### src/rtl/cfg_bank_writer_if.sv
// Bitstream word stream between the loader and the configuration bank writer.
//   din        : bitstream word, din[0] maps to the lowest bl index of its slice
//   din_valid  : din holds a valid word
//   din_ready  : writer accepts din this cycle
// master = loader side, slave = writer side.
interface cfg_bank_writer_if #(
  parameter int unsigned DIN_WIDTH = 8
) ();
  logic [DIN_WIDTH-1:0] din;
  logic                 din_valid;
  logic                 din_ready;

  modport master (output din, output din_valid, input din_ready);
  modport slave  (input din, input din_valid, output din_ready);
endinterface

### src/rtl/cfg_bank_writer.sv
// Memory-bank configuration writer. Assembles one bit-line column per row from a
// valid/ready word stream, drives it onto bl, strobes the one-hot word line of
// that row for WL_PULSE cycles, and repeats for all WL_WIDTH rows.
//   i_clk     : clock, rising edge
//   i_reset   : synchronous, active-low reset
//   i_start   : launch a pass (sampled only in idle/done)
//   i_abort   : cancel the pass, back to idle (priority over all but reset)
//   i_stream  : bitstream word stream (slave side)
//   o_bl      : bit-line data
//   o_wl      : one-hot word-line strobe
//   o_row     : row currently loading or writing
//   o_busy    : pass in progress
//   o_done    : pass completed, held until next start
module cfg_bank_writer #(
  parameter int unsigned BL_WIDTH  = 32,
  parameter int unsigned WL_WIDTH  = 40,
  parameter int unsigned DIN_WIDTH = 8,
  parameter int unsigned WL_PULSE  = 2,
  localparam int unsigned RowW     = (WL_WIDTH > 1) ? $clog2(WL_WIDTH) : 1
) (
  input  logic                    i_clk,
  input  logic                    i_reset,
  input  logic                    i_start,
  input  logic                    i_abort,
  cfg_bank_writer_if.slave        i_stream,
  output logic [0:BL_WIDTH-1]     o_bl,
  output logic [0:WL_WIDTH-1]     o_wl,
  output logic [RowW-1:0]         o_row,
  output logic                    o_busy,
  output logic                    o_done
);

  localparam int unsigned Beats  = BL_WIDTH / DIN_WIDTH;
  localparam int unsigned BeatW  = (Beats > 1) ? $clog2(Beats) : 1;
  localparam int unsigned PulseW = (WL_PULSE > 1) ? $clog2(WL_PULSE) : 1;

  typedef enum logic [2:0] {StIdle, StLoad, StSetup, StWrite, StHold, StDone} state_e;

  state_e               r_state, w_state_d;
  logic [BeatW-1:0]     r_beat, w_beat_d;
  logic [PulseW-1:0]    r_pulse, w_pulse_d;
  logic [RowW-1:0]      r_row, w_row_d;
  logic [0:BL_WIDTH-1]  r_bl, w_bl_d;
  logic [0:WL_WIDTH-1]  r_wl, w_wl_d;
  logic                 r_busy, w_busy_d;
  logic                 r_done, w_done_d;
  logic                 w_din_ready;
  logic                 w_xfer;
  logic [0:DIN_WIDTH-1] w_din_asc;

  assign w_xfer = w_din_ready & i_stream.din_valid;

  // Re-order din so din[0] lands on the lowest bl index of the slice.
  always_comb begin
    w_din_asc = '0;
    for (int i = 0; i < DIN_WIDTH; i++) begin
      w_din_asc[i] = i_stream.din[i];
    end
  end

  // State register
  always_ff @(posedge i_clk) begin
    if (!i_reset) begin
      r_state <= StIdle;
    end else begin
      r_state <= w_state_d;
    end
  end

  // Next-state and datapath
  always_comb begin
    w_state_d = r_state;
    w_row_d   = r_row;
    w_beat_d  = r_beat;
    w_pulse_d = r_pulse;
    w_bl_d    = r_bl;

    if (w_xfer) begin
      for (int k = 0; k < Beats; k++) begin
        if (r_beat == BeatW'(k)) begin
          w_bl_d[k*DIN_WIDTH +: DIN_WIDTH] = w_din_asc;
        end
      end
    end

    case (r_state)
      StIdle, StDone: begin
        if (i_start) begin
          w_state_d = StLoad;
          w_row_d   = '0;
          w_beat_d  = '0;
        end
      end
      StLoad: begin
        if (w_xfer) begin
          w_beat_d = r_beat + 1'b1;
          if (r_beat == BeatW'(Beats - 1)) w_state_d = StSetup;
        end
      end
      StSetup: begin
        w_state_d = StWrite;
        w_pulse_d = '0;
      end
      StWrite: begin
        if (r_pulse == PulseW'(WL_PULSE - 1)) begin
          w_state_d = StHold;
        end else begin
          w_pulse_d = r_pulse + 1'b1;
        end
      end
      StHold: begin
        if (r_row == RowW'(WL_WIDTH - 1)) begin
          w_state_d = StDone;
        end else begin
          w_state_d = StLoad;
          w_row_d   = r_row + 1'b1;
          w_beat_d  = '0;
        end
      end
      default: w_state_d = StIdle;
    endcase

    // Abort also covers start+abort in idle/done; bl is deliberately kept.
    if (i_abort) begin
      w_state_d = StIdle;
      w_row_d   = '0;
      w_beat_d  = '0;
    end
  end

  // Outputs: registered ones are decoded from the next state so they line up
  // with the state they belong to; din_ready is the only combinational output.
  always_comb begin
    w_din_ready = (r_state == StLoad) && !i_abort;
    w_wl_d      = '0;
    if (w_state_d == StWrite) w_wl_d[w_row_d] = 1'b1;
    w_busy_d    = (w_state_d == StLoad) || (w_state_d == StSetup) ||
                  (w_state_d == StWrite) || (w_state_d == StHold);
    w_done_d    = (w_state_d == StDone);
  end

  always_ff @(posedge i_clk) begin
    if (!i_reset) begin
      r_beat  <= '0;
      r_pulse <= '0;
      r_row   <= '0;
      r_bl    <= '0;
      r_wl    <= '0;
      r_busy  <= 1'b0;
      r_done  <= 1'b0;
    end else begin
      r_beat  <= w_beat_d;
      r_pulse <= w_pulse_d;
      r_row   <= w_row_d;
      r_bl    <= w_bl_d;
      r_wl    <= w_wl_d;
      r_busy  <= w_busy_d;
      r_done  <= w_done_d;
    end
  end

  assign i_stream.din_ready = w_din_ready;
  assign o_bl   = r_bl;
  assign o_wl   = r_wl;
  assign o_row  = r_row;
  assign o_busy = r_busy;
  assign o_done = r_done;

endmodule

### src/flat_wrapper.sv
// flat-port wrapper written by rule: the top's interface ports become plain ports
module cfg_bank_writer_flat 
#(
  parameter int unsigned BL_WIDTH  = 32,
  parameter int unsigned WL_WIDTH  = 40,
  parameter int unsigned DIN_WIDTH = 8,
  parameter int unsigned WL_PULSE  = 2,
  localparam int unsigned RowW     = (WL_WIDTH > 1) ? $clog2(WL_WIDTH) : 1
)
  (i_clk, i_reset, i_start, i_abort, o_bl, o_wl, o_row, o_busy, o_done, i_stream_din, i_stream_din_valid, i_stream_din_ready);
  cfg_bank_writer_if #(.DIN_WIDTH(DIN_WIDTH)) i_stream_i ();
  input  logic i_clk;
  input  logic i_reset;
  input  logic i_start;
  input  logic i_abort;
  output logic [0:BL_WIDTH-1] o_bl;
  output logic [0:WL_WIDTH-1] o_wl;
  output logic [RowW-1:0] o_row;
  output logic o_busy;
  output logic o_done;
  input wire logic [$bits(i_stream_i.din)-1:0] i_stream_din;
  input wire logic [$bits(i_stream_i.din_valid)-1:0] i_stream_din_valid;
  output wire logic [$bits(i_stream_i.din_ready)-1:0] i_stream_din_ready;
  assign i_stream_i.din = i_stream_din;
  assign i_stream_i.din_valid = i_stream_din_valid;
  assign i_stream_din_ready = i_stream_i.din_ready;
  cfg_bank_writer #(.BL_WIDTH(BL_WIDTH), .WL_WIDTH(WL_WIDTH), .DIN_WIDTH(DIN_WIDTH), .WL_PULSE(WL_PULSE)) u_core (.i_clk(i_clk), .i_reset(i_reset), .i_start(i_start), .i_abort(i_abort), .i_stream(i_stream_i), .o_bl(o_bl), .o_wl(o_wl), .o_row(o_row), .o_busy(o_busy), .o_done(o_done));
endmodule
### config.mk
export PLATFORM = sky130hd
export DESIGN_NAME = cfg_bank_writer_flat
export DESIGN_NICKNAME = d
export VERILOG_FILES = /design/src/rtl/cfg_bank_writer_if.sv /design/src/rtl/cfg_bank_writer.sv /design/src/flat_wrapper.sv
export SDC_FILE = /design/constraint.sdc
export NUM_CORES = 1
export LEC_CHECK = 0
export ABC_AREA = 1
export CAP_MARGIN = 20
export CORE_UTILIZATION = 46
export CTS_CLUSTER_SIZE = 28
export DETAILED_ROUTE_END_ITERATION = 8
export PLACE_DENSITY = 0.84
export SYNTH_ARGS = -nofsm -noshare
export SYNTH_HDL_FRONTEND = slang
export SYNTH_SLANG_ARGS = --single-unit
### constraint.sdc
create_clock -name i_clk -period 1.8 [get_ports i_clk]
set_input_delay 0.36 -clock i_clk [delete_from_list [all_inputs] [get_ports i_clk]]
set_output_delay 0.36 -clock i_clk [all_outputs]
set_load 0.02 [all_outputs]
==> out/qor.txt <==
fmax - 559.4 MHz
flip-flop and latch area - 0.001728 mm²
layout cells sized above 1 - 19.23%
cts hold-fix bufs - 0
clk_lat worst skew - 350 ps
multi-input logic area - 0.001396 mm²
DP Area - 0.004285 mm²
CP max stage delay - 330 ps
Std-Cell Rows - 29
Initial Util - 48.28%
type of the worst setup path - flip-flop to flip-flop
CTS max path bufs - 2
WL/cell - 15.03 µm
Final Util - 73.56%
Setup crit end kind - flip-flop
Syn. warnings - 0
H-tree depth - 3
Max VDD drop - 710.7 µV
final hold violations - 0
global route total overflow - 0
total track usage - 24.03%
FILL cells - 407
max-capacitance violation count - 0
# diodes - 0
normalized max-slew margin - 78.48%
CP Cell Sequence - ha_2, nand2_2, nor2_4, nand2_4, nand2_1, or2_1, a21oi_4, inv_1, buf_4, nor2_1
CTS tree - yes
worst slew pin tran - 322.5 ps
min cycle time layout - 1788 ps
Worst Hold Launch - u_core.o_bl[15]
area leader, netlist - dfxtp_1
Final nets - 533
CP arrival - 2060 ps
met3 wire len - 583 µm
Layout area overhead - 52.38%
worst-path maximum fanout - 4
Post-Synthesis Net Count - 407
Reg2Reg Depth - 10
Setup TNS Final - 0 ps
EDFF count, synth - 0
Post-DP HPWL - 6105 µm
Vias/cell - 5.191
Hold Crit Depth - 2
Die X - 84.10 µm
Mapped Area - 0.003100 mm²
top cell type's share of synthesized area - 55.53%
Placeable Area - 0.006422 mm²
Die H - 84.10 µm
DR vias - 3099
final setup fails - 0
commonest non-fill, non-tap cell in the layout - nor2_1
Die ar. - 0.007073 mm²
Reg clk slew, reported paths - 80 ps
top post-synthesis cells by area - dfxtp_1 56%, nor2_1 15%, o21ai_0 6.0%, nand2_1 5.7%, inv_1 3.3%
DRC - 14
final instance area - 0.004725 mm²
worst setup margin - 12.27 ps
CTS buffer count - 9
Crit path required time - 2080 ps
first-pass GRT wire length - 13240 µm
Pwr Total - 3.640 mW
largest net degree at the start of global routing - 36
PD cells - 770.5 mW/mm²
I/O pins - 94
initial antenna violation count - 0
DR pass1 iterations - 7
final wirelength - 8972 µm
flop2flop setup slack - 10 ps
vias in the first global route - 2762
routability cong. - 0.8705
Yosys cell types - 26
register area share after synthesis - 55.53%
crit path max-delay cell type - dfxtp_2
RSZ-0062 raised after global routing - yes
most frequent cells in the layout - 117 x nor2_1, 89 x clkdlybuf4s50_1, 81 x dfxtp_1
routed length on met2 - 4609 µm
Hold WC Path Type - flip-flop to flip-flop
syn_area_per_cell - 7.970 µm²
Pleak - 1.941 nW
Post-Syn Instances - 389
Worst Hold Path EP - u_core.o_bl[15]
clk_skew - 5.737 ps
Root Driver - clkbuf_8
violated checks - DRC
status - finished, violations left
FFs w/ async S/R, synth - 0%
Final period util - 99.32%
synthesis-stage register bit count - 86
Metal-1 WL - 3598 µm
Initial DRC Count - 230
Slew Viols, Final - 0
Worst R2R End - u_core.o_row[3]
Post-Place Setup Slack - -243.6 ps
TritonCTS Sinks - 86
FF-to-FF Start - u_core.o_row[0]
Highest Signal Layer - met4
startpoint types - flip-flop
I/O Buffers - 93
Synth Flop Type - dfxtp_1
DRT antenna net count - 0
==> layout make-up <==
class	count	share of cell area, %
inverters	29	2.436
clock inverters	4	1.642
clock buffers	12	3.284
well taps	77	2.039
multi-input cells	269	29.56
repair buffers	120	24.47
flip-flops and latches	86	36.57
==> critical path: cells and delay by family, from the launching register on <==
| family | cells | cell delay (ps) |
|---|---|---|
| fa+ha+maj | 1 | 190 |
| flops | 1 | 330 |
| compound gates | 1 | 250 |
| buf+inv | 2 | 280 |
| simple gates | 6 | 670 |
==> sequential cells by signal, summed over array words and instances (netlist names) <==
register / cells
u_core.o_wl: 40
u_core.o_bl: 32
u_core.r_pulse: 1
u_core.o_busy: 1
u_core.o_done: 1
u_core.r_state: 3
u_core.r_beat: 2
u_core.o_row: 6
==> Yosys cell counts (2+ instances only) <==
| master | count |
|---|---|
| inv_2 | 2 |
| nand3_2 | 2 |
| inv_1 | 27 |
| nor2_4 | 2 |
| nand3_1 | 16 |
| clkbuf_1 | 3 |
| o21ai_0 | 37 |
| nor3_1 | 2 |
| o21ai_1 | 2 |
| ha_1 | 5 |
| dfxtp_1 | 86 |
| nand4_1 | 3 |
| a21oi_1 | 7 |
| nand2_2 | 12 |
| nor2_2 | 3 |
| nand2_1 | 47 |
| nor2_1 | 124 |
==> through the flow <==
stage / hold slack [ps] / std cells
2_1_floorplan: 475.6 / 389
3_3_place_gp: 462.2 / 576
3_5_place_dp: 474.1 / 576
4_1_cts: 489.9 / 592
5_1_grt: 505.2 / 597
6_report: 488.8 / 597
==> kinds of logic after synthesis <==
family | share of synthesized area (%)
fa+ha+maj | 2.018
flops | 55.53
buf+inv | 4.156
simple gates | 29.62
compound gates | 8.677
==> routing by layer <==
layer / vias up / global-route usage, %
met5: - / 0
li1: 1486 / -
met4: 0 / 7.053
met3: 17 / 5.539
met2: 144 / 40.98
met1: 1452 / 30.46
==> power breakdown <==
group | total, mW | internal (mW) | switching, mW | leakage, nW
logic | 0.176 | 0.0760 | 0.100 | 1.13
clock network | 1.55 | 0.866 | 0.682 | 0.117
registers | 1.92 | 1.91 | 0.00732 | 0.695
total | 3.64 | 2.85 | 0.789 | 1.94
==> how the worst max path moves through the flow <==
stage                            from               to  slack [ps]  cells after the start
floorplan             u_core.o_row[1]  u_core.o_wl[27]          40                     11
global placement              i_abort  u_core.o_wl[26]        -160                      7
detailed placement            i_abort   u_core.o_wl[8]        -240                      7
CTS                   u_core.o_row[0]   u_core.o_wl[3]          -9                     11
global route        u_core.r_state[0]  u_core.o_row[3]         -90                      9
finish                u_core.o_row[0]  u_core.o_row[3]          10                     10
==> what timing repair did <==
action                                  4_1_cts  5_1_grt
buffers inserted                              0        5
resized for setup                             2       52
endpoints found under the setup margin        7       54
pin swaps                                     0       11
No activity file was read; power rests on OpenSTA's default activity.
